==> config.mk <==
export PLATFORM = sky130hd
export DESIGN_NAME = rv_rf_wr_arb
export DESIGN_NICKNAME = d
export VERILOG_FILES = /design/src/rtl/rv_pkg.sv /design/src/rtl/rv_late_wr_fifo.sv /design/src/rtl/rv_rf_wr_arb.sv
export SDC_FILE = /design/constraint.sdc
export NUM_CORES = 1
export LEC_CHECK = 0
export ABC_CLOCK_PERIOD_IN_PS = 2700
export CAP_MARGIN = 20
export CORE_ASPECT_RATIO = 1.4
export CORE_MARGIN = 8
export CORE_UTILIZATION = 45
export DETAILED_ROUTE_END_ITERATION = 8
export GPL_TIMING_DRIVEN = 1
export HOLD_SLACK_MARGIN = 0.15
export PLACE_DENSITY = 0.85
export SETUP_SLACK_MARGIN = 0.2
export SLEW_MARGIN = 0
export SYNTH_ARGS = -nofsm -noshare
export SYNTH_HDL_FRONTEND = slang
export SYNTH_HIERARCHICAL = 1
export SYNTH_SLANG_ARGS = --single-unit
==> constraint.sdc <==
create_clock -name clk -period 2.7 [get_ports clk]
set_input_delay 0.675 -clock clk [delete_from_list [all_inputs] [get_ports clk]]
set_output_delay 0.675 -clock clk [all_outputs]
set_load 0.02 [all_outputs]
==> src/rtl/rv_pkg.sv <==
`default_nettype none
// +--------------------------------------------------------------------------+
// | rv_pkg : shared types for the register-file writeback arbiter            |
// | Revision: 1.0                                                            |
// +--------------------------------------------------------------------------+
package rv_pkg;

  localparam int XLEN   = 32;
  localparam int REG_AW = 5;

  typedef enum logic [1:0] {
    WB_IDLE  = 2'd0,
    WB_PEND  = 2'd1,
    WB_FORCE = 2'd2
  } t_wb_arb_state;

  typedef struct packed {
    logic              valid;
    logic [REG_AW-1:0] rd;
    logic [XLEN-1:0]   data;
  } t_late_wr;

  function automatic logic rd_is_x0(input logic [REG_AW-1:0] rd);
    return rd == '0;
  endfunction

endpackage
`default_nettype wire

==> src/rtl/rv_late_wr_fifo.sv <==
`default_nettype none
// +--------------------------------------------------------------------------+
// | rv_late_wr_fifo : in-order buffer of late results with kill-by-rd        |
// | Revision: 1.0                                                            |
// +--------------------------------------------------------------------------+
`ifndef RV_DFF_R
`define RV_DFF_R(q, d, rv) \
  always_ff @(posedge clk) begin \
    if (rst) q <= (rv); \
    else     q <= (d); \
  end
`endif

module rv_late_wr_fifo
  import rv_pkg::*;
#(
  parameter int DEPTH = 2
) (
  input  logic              clk,
  input  logic              rst,
  input  logic              push,
  input  t_late_wr          push_entry,
  input  logic              pop,
  input  logic              kill_en,
  input  logic [REG_AW-1:0] kill_rd,
  output t_late_wr          head,
  output logic              full,
  output logic              empty,
  output logic              last
);

  localparam int c_PTR_W = (DEPTH > 1) ? $clog2(DEPTH) : 1;

  t_late_wr           r_mem     [DEPTH];
  t_late_wr           w_mem_nxt [DEPTH];
  logic [c_PTR_W-1:0] r_wr_ptr, w_wr_ptr_nxt;
  logic [c_PTR_W-1:0] r_rd_ptr, w_rd_ptr_nxt;
  logic [c_PTR_W:0]   r_count,  w_count_nxt;
  logic               w_push_ok;
  logic               w_pop_ok;

  // DEPTH is a power of two, so the count MSB alone marks full
  assign full  = r_count[c_PTR_W];
  assign empty = (r_count == '0);
  assign last  = (r_count == {{c_PTR_W{1'b0}}, 1'b1});
  assign head  = r_mem[r_rd_ptr];

  assign w_push_ok = push && !full;
  assign w_pop_ok  = pop && !empty;

  assign w_wr_ptr_nxt = w_push_ok ? r_wr_ptr + 1'b1 : r_wr_ptr;
  assign w_rd_ptr_nxt = w_pop_ok  ? r_rd_ptr + 1'b1 : r_rd_ptr;

  always_comb begin
    w_count_nxt = r_count;
    case ({w_push_ok, w_pop_ok})
      2'b10:   w_count_nxt = r_count + 1'b1;
      2'b01:   w_count_nxt = r_count - 1'b1;
      default: w_count_nxt = r_count;
    endcase
  end

  always_comb begin
    for (int i = 0; i < DEPTH; i++) begin
      w_mem_nxt[i] = r_mem[i];
      if (kill_en && (r_mem[i].rd == kill_rd)) w_mem_nxt[i].valid = 1'b0;
    end
    // caller already folds a same-cycle kill into push_entry.valid
    if (w_push_ok) w_mem_nxt[r_wr_ptr] = push_entry;
  end

  for (genvar g = 0; g < DEPTH; g++) begin : g_mem
    `RV_DFF_R(r_mem[g], w_mem_nxt[g], '0)
  end

  `RV_DFF_R(r_wr_ptr, w_wr_ptr_nxt, '0)
  `RV_DFF_R(r_rd_ptr, w_rd_ptr_nxt, '0)
  `RV_DFF_R(r_count,  w_count_nxt,  '0)

endmodule
`default_nettype wire

==> src/rtl/rv_rf_wr_arb.sv <==
`default_nettype none
// +--------------------------------------------------------------------------+
// | rv_rf_wr_arb : shares one RF write port between WB and late results      |
// | Revision: 1.0                                                            |
// +--------------------------------------------------------------------------+
`ifndef RV_DFF_R
`define RV_DFF_R(q, d, rv) \
  always_ff @(posedge clk) begin \
    if (rst) q <= (rv); \
    else     q <= (d); \
  end
`endif

module rv_rf_wr_arb
  import rv_pkg::*;
#(
  parameter int LATE_DEPTH = 2,
  parameter int STARVE_MAX = 4
) (
  input  logic              clk,
  input  logic              rst,
  input  logic              pipe_wr_en_Q104H,
  input  logic [REG_AW-1:0] pipe_rd_Q104H,
  input  logic [XLEN-1:0]   pipe_wr_data_Q104H,
  input  logic              late_valid,
  input  logic [REG_AW-1:0] late_rd,
  input  logic [XLEN-1:0]   late_data,
  output logic              late_ready,
  output logic              stall_Q104H,
  output logic              rf_wr_en,
  output logic [REG_AW-1:0] rf_wr_addr,
  output logic [XLEN-1:0]   rf_wr_data
);

  localparam int                 c_CNT_W      = $clog2(STARVE_MAX + 1);
  localparam logic [c_CNT_W-1:0] c_STARVE_MAX = c_CNT_W'(STARVE_MAX);

  t_late_wr           w_head;
  t_late_wr           w_push_entry;
  logic               w_full, w_empty, w_last;
  logic               w_head_live, w_head_dead, w_starved;
  logic               w_grant_late, w_grant_pipe;
  logic               w_pop, w_push, w_kill;
  logic [c_CNT_W-1:0] r_starve_cnt, w_starve_cnt_nxt;
  t_wb_arb_state      r_state, w_state_nxt;

  assign w_head_live = !w_empty && w_head.valid;
  assign w_head_dead = !w_empty && !w_head.valid;
  assign w_starved   = (r_starve_cnt == c_STARVE_MAX);

  // Outputs are masked during reset so a buffered entry can never leak out
  assign w_grant_late = !rst && w_head_live &&
                        (!pipe_wr_en_Q104H || w_full || w_starved);
  assign w_grant_pipe = !rst && pipe_wr_en_Q104H && !w_grant_late;
  assign w_pop        = w_grant_late || w_head_dead;
  assign w_kill       = w_grant_pipe && !rd_is_x0(pipe_rd_Q104H);
  assign w_push       = late_valid && !w_full;

  always_comb begin
    w_push_entry.valid = !rd_is_x0(late_rd) && !(w_kill && (late_rd == pipe_rd_Q104H));
    w_push_entry.rd    = late_rd;
    w_push_entry.data  = late_data;
  end

  assign late_ready  = rst || !w_full;
  assign stall_Q104H = w_grant_late && pipe_wr_en_Q104H;

  always_comb begin
    rf_wr_en   = 1'b0;
    rf_wr_addr = '0;
    rf_wr_data = '0;
    if (w_grant_late) begin
      rf_wr_en   = 1'b1;
      rf_wr_addr = w_head.rd;
      rf_wr_data = w_head.data;
    end else if (w_kill) begin
      rf_wr_en   = 1'b1;
      rf_wr_addr = pipe_rd_Q104H;
      rf_wr_data = pipe_wr_data_Q104H;
    end
  end

  always_comb begin
    w_starve_cnt_nxt = r_starve_cnt;
    if (w_pop || w_empty)  w_starve_cnt_nxt = '0;
    else if (!w_starved)   w_starve_cnt_nxt = r_starve_cnt + 1'b1;
  end

  // FORCE marks the cycle where the starvation limit overrides the pipeline
  always_comb begin
    w_state_nxt = r_state;
    case (r_state)
      WB_IDLE: if (w_push) w_state_nxt = WB_PEND;
      default: begin
        if (w_pop && w_last && !w_push)                w_state_nxt = WB_IDLE;
        else if (w_starve_cnt_nxt == c_STARVE_MAX)     w_state_nxt = WB_FORCE;
        else                                           w_state_nxt = WB_PEND;
      end
    endcase
  end

  `RV_DFF_R(r_starve_cnt, w_starve_cnt_nxt, '0)
  `RV_DFF_R(r_state,      w_state_nxt,      WB_IDLE)

  rv_late_wr_fifo #(
    .DEPTH (LATE_DEPTH)
  ) u_fifo (
    .clk        (clk),
    .rst        (rst),
    .push       (w_push),
    .push_entry (w_push_entry),
    .pop        (w_pop),
    .kill_en    (w_kill),
    .kill_rd    (pipe_rd_Q104H),
    .head       (w_head),
    .full       (w_full),
    .empty      (w_empty),
    .last       (w_last)
  );

endmodule
`default_nettype wire

# After elaboration in Yosys (flattened, before gate mapping)
# Memories as Yosys holds them, arrays and structs flattened. A register that Yosys moved wholly into a read port is not among the register bits.
# Index checks and enable logic that the tools add are counted.
[totals]
out_inout_bits = 40
ram_bits = 76
memories = 1
ff_bits = 7
in_bits = 78
[memory_table]
columns = ["memory", "depth", "width", "read_ports", "rd_ports_with_merged_regs", "wr", "line_no", "rtl"]
rows = [
  ["u_fifo.r_mem", 2, 38, 3, 1, 2, "rv_late_wr_fifo.sv:34", "t_late_wr r_mem [DEPTH];"],
]
[classes]
bitwise = 3
n_reduce_logical = 35
magnitude_cmp = 2
eq_ne = 6
mux = 20
add_sub_neg = 5
[ops]
columns = ["cell", "count"]
rows = [
  ["$mux W38", 3],
  ["$bwmux W76", 1],
  ["$mux W76", 1],
  ["$mux W32", 2],
  ["$demux W38 S1", 1],
  ["$logic_and A1 B1 Y1", 16],
  ["$eq A5 B5 Y1", 3],
  ["$logic_not A5 Y1", 2],
  ["$mux W5", 2],
  ["$logic_not A1 Y1", 9],
  ["$mux W1", 9],
  ["$logic_or A1 B1 Y1", 5],
  ["$pmux W2 S2", 1],
  ["$add A3 B1 Y3 const B", 1],
  ["$eq A3 B3 Y1 const B", 1],
  ["$add A1 B1 Y1 const B", 2],
  ["$add A2 B1 Y2 const B", 1],
  ["$eq A2 B1 Y1 const B", 1],
  ["$eq A2 B2 Y1 const B", 1],
  ["$ge A2 B2 Y1 const B", 1],
  ["$logic_not A2 Y1", 1],
  ["$lt A2 B1 Y1 const B", 1],
  ["$not A1 Y2", 1],
  ["$or A1 B1 Y1", 2],
  ["other kinds (3)", 3],
]

# Depth between registers and ports, before layout
[logic_depth]
word_depth = 14
mapped_depth = 11
depth_no_buf = 10

# By module
# Netlist, hierarchy kept.
[by_module_without_submodules]
columns = ["mod", "cells_each", "area_per_inst_um2", "n_inst", "seq_area_each_um2"]
rows = [
  ["rv_late_wr_fifo", 408, 3437.0, 1, 1621.6],
  ["rv_rf_wr_arb", 91, 734.5, 1, 60.1],
]

# Worst setup path after synthesis
# OpenSTA, ideal clock, no wires.
[synth_timing]
path_kind = "flip-flop to output port"
startpoint = "reg (tool-made name)"
endpoint = "out rf_wr_addr[2]"
stages_incl_launch_ff = 7
t_required_ns = 2.025
arrival_time_ns = 1.843
slack_ns = 0.182
path_cell_list = "dfxtp_1 -> buf_2 -> mux2_2 -> nor3b_1 -> a21boi_2 -> buf_2 -> o21ai_0"
[synth_lines]
columns = ["item", "line_no", "rtl"]
rows = [
  ["end: declaration", "rv_rf_wr_arb.sv:31", "output logic [REG_AW-1:0] rf_wr_addr,"],
]

==> qor.yml <==
relSlewSlack_pct: 66.6
path_buf_inv: 4
fin_nets: 719
drtIter0Drc: 241
grt_max_degree: 50
coreArea_sq_um: 9030
dp_cells: 717
cp.arrival_ns: 2.08
hp-class: "flop to flop"
yosys_warnings: 6
track_usage_pct: 20.2
r2r_slack_ns: 0.22
cp_cell_sequence: "mux2_4, nor3b_4, a21boi_4, buf_12, buf_8, buf_16, a22o_1, buf_6"
num_rows: 41
dpl-instance-area_sq_um: 5550
cp_top_family: "buffers and inverters"
required_ns: 2.03
cts_buffers: 9
p_leak_nw: 2.50
status: "complete, but fails checks"
final_util_pct: 69.4
power_density_nw_per_um2: 724
cts_hold_buf: 0
cts_sinks: 84
hold_viol: 0
clock.fmax_ghz: 0.363
peakVddDrop_mv: 0.487
worstMarginPinSlew_ns: 0.501
routabilityCongestion: 0.900
ios: 118
cts_tree: "done"
antenna_found_initial: 0
fin_skew_ns: 0.00591
start_kind: "flop"
clkLatencyLatePin_ns: 0.33
areaGrowthSynthToFinish_pct: 50.6
die_area_sq_um: 12600
cap_viol_max_count: 0
endpoint_kind: "output port"
seqCellArea_sq_um: 1690
stdcell_area_sq_um: 6260
setup_viol: 33
start_util_pct: 46.1
avgRoutedWirePerCell_um: 17.8
drc: 0
critPathMaxFanout: 6
dp_hpwl_um: 8830
syn_nets: 580
drive_gt1_share_pct: 27.3
setup_slack_ns: -0.0523
slowest_stage: "dfxtp_2"
grt-ovfl-total: 0
worstSetupPathType: "flop to output port"
dr_total_vias: 4178
n_fill_cell: 653
vias_per_cell: 5.57
finalMaxSlewViolations: 0
htreeDepth: 3
firstDrtPassIters: 4
cts.path.max_buffers: 2
fin_crit_ns: 2.75
die_w_um: 97.3
rsz0062_at_grt: "true"
final_common_cell: "nand2_1"
die_h_um: 130
synthCells: 498
avgSynthCellArea_sq_um: 8.35
drtAntennaViolNets: 0
io_buffers: 117
fin_crit_sh_pct: 102
syn_area_sq_um: 4160
final_cell_mix: "nand2_1, dfxtp_1, a21oi_1"
grt_pass1_vias: 4391
max_stage_delay_ns: 0.34
path_clk_slew_ns: 0.06
drt-total-wl_um: 13400
grt_pass1_wl_um: 20600
whs_ns: 0.449
multi_input_area_sq_um: 2370
root_buffer: "clkbuf_16"
violations: "setup timing"
fin_cells: 750
## stage by stage
step / total power (W) / worst slack, ns / setup TNS, ns
finish: 0.00453 / -0.0523 / -0.442
CTS: 0.00445 / -0.0793 / -1.66
global route: 0.00475 / -0.0967 / -1.83
detailed placement: 0.00302 / -0.776 / -28.24
global placement: 0.00297 / -0.762 / -27.90
floorplan: 0.00251 / 0.182 / 0
## where the power goes
group	internal (W)	switching [W]	total (W)
sequential	0.00144	0.000115	0.00155
clock	0.000834	0.000465	0.00130
combinational	0.000830	0.000849	0.00168
## layout make-up
class,count,area share (%)
clock inverters,4,1.16
multi-input cells,375,37.8
flip-flops and latches,84,26.9
repair buffers,163,27.7
clock buffers,12,3.94
well taps,107,2.14
diodes,1,0.0400
inverters,4,0.240
## routing by layer
metal	vias to the layer above	track usage [%]	wire, um
met1	1998	18.3	4790
met4	0	14.2	617
met2	160	38.4	7180
met3	45	5.24	778
met5	-	0	0
li1	1975	-	-
## tightest hold or removal path: stages, from the launching register on
cell and delay, ns:
dfxtp_1 0.30, nand2_1 0.05, a21oi_1 0.05
## worst paths after layout
path	start	end	depth (start not counted)
max	flop	rf_wr_data[30]	8
min	flop	flop	2
min reg2reg	flop	flop	2
max reg2reg	u_fifo/r_count[1]$_SDFFE_PP0P_	u_fifo/r_count[1]$_SDFFE_PP0P_	14
## timing repair
item                       in CTS  in global routing
pin swaps                       8                 12
gates resized for setup       253                 47
cloned                          3                  1
setup buffers                   7                  5
setup endpoints to repair      40                 41
(Power assumes the default switching activity.)
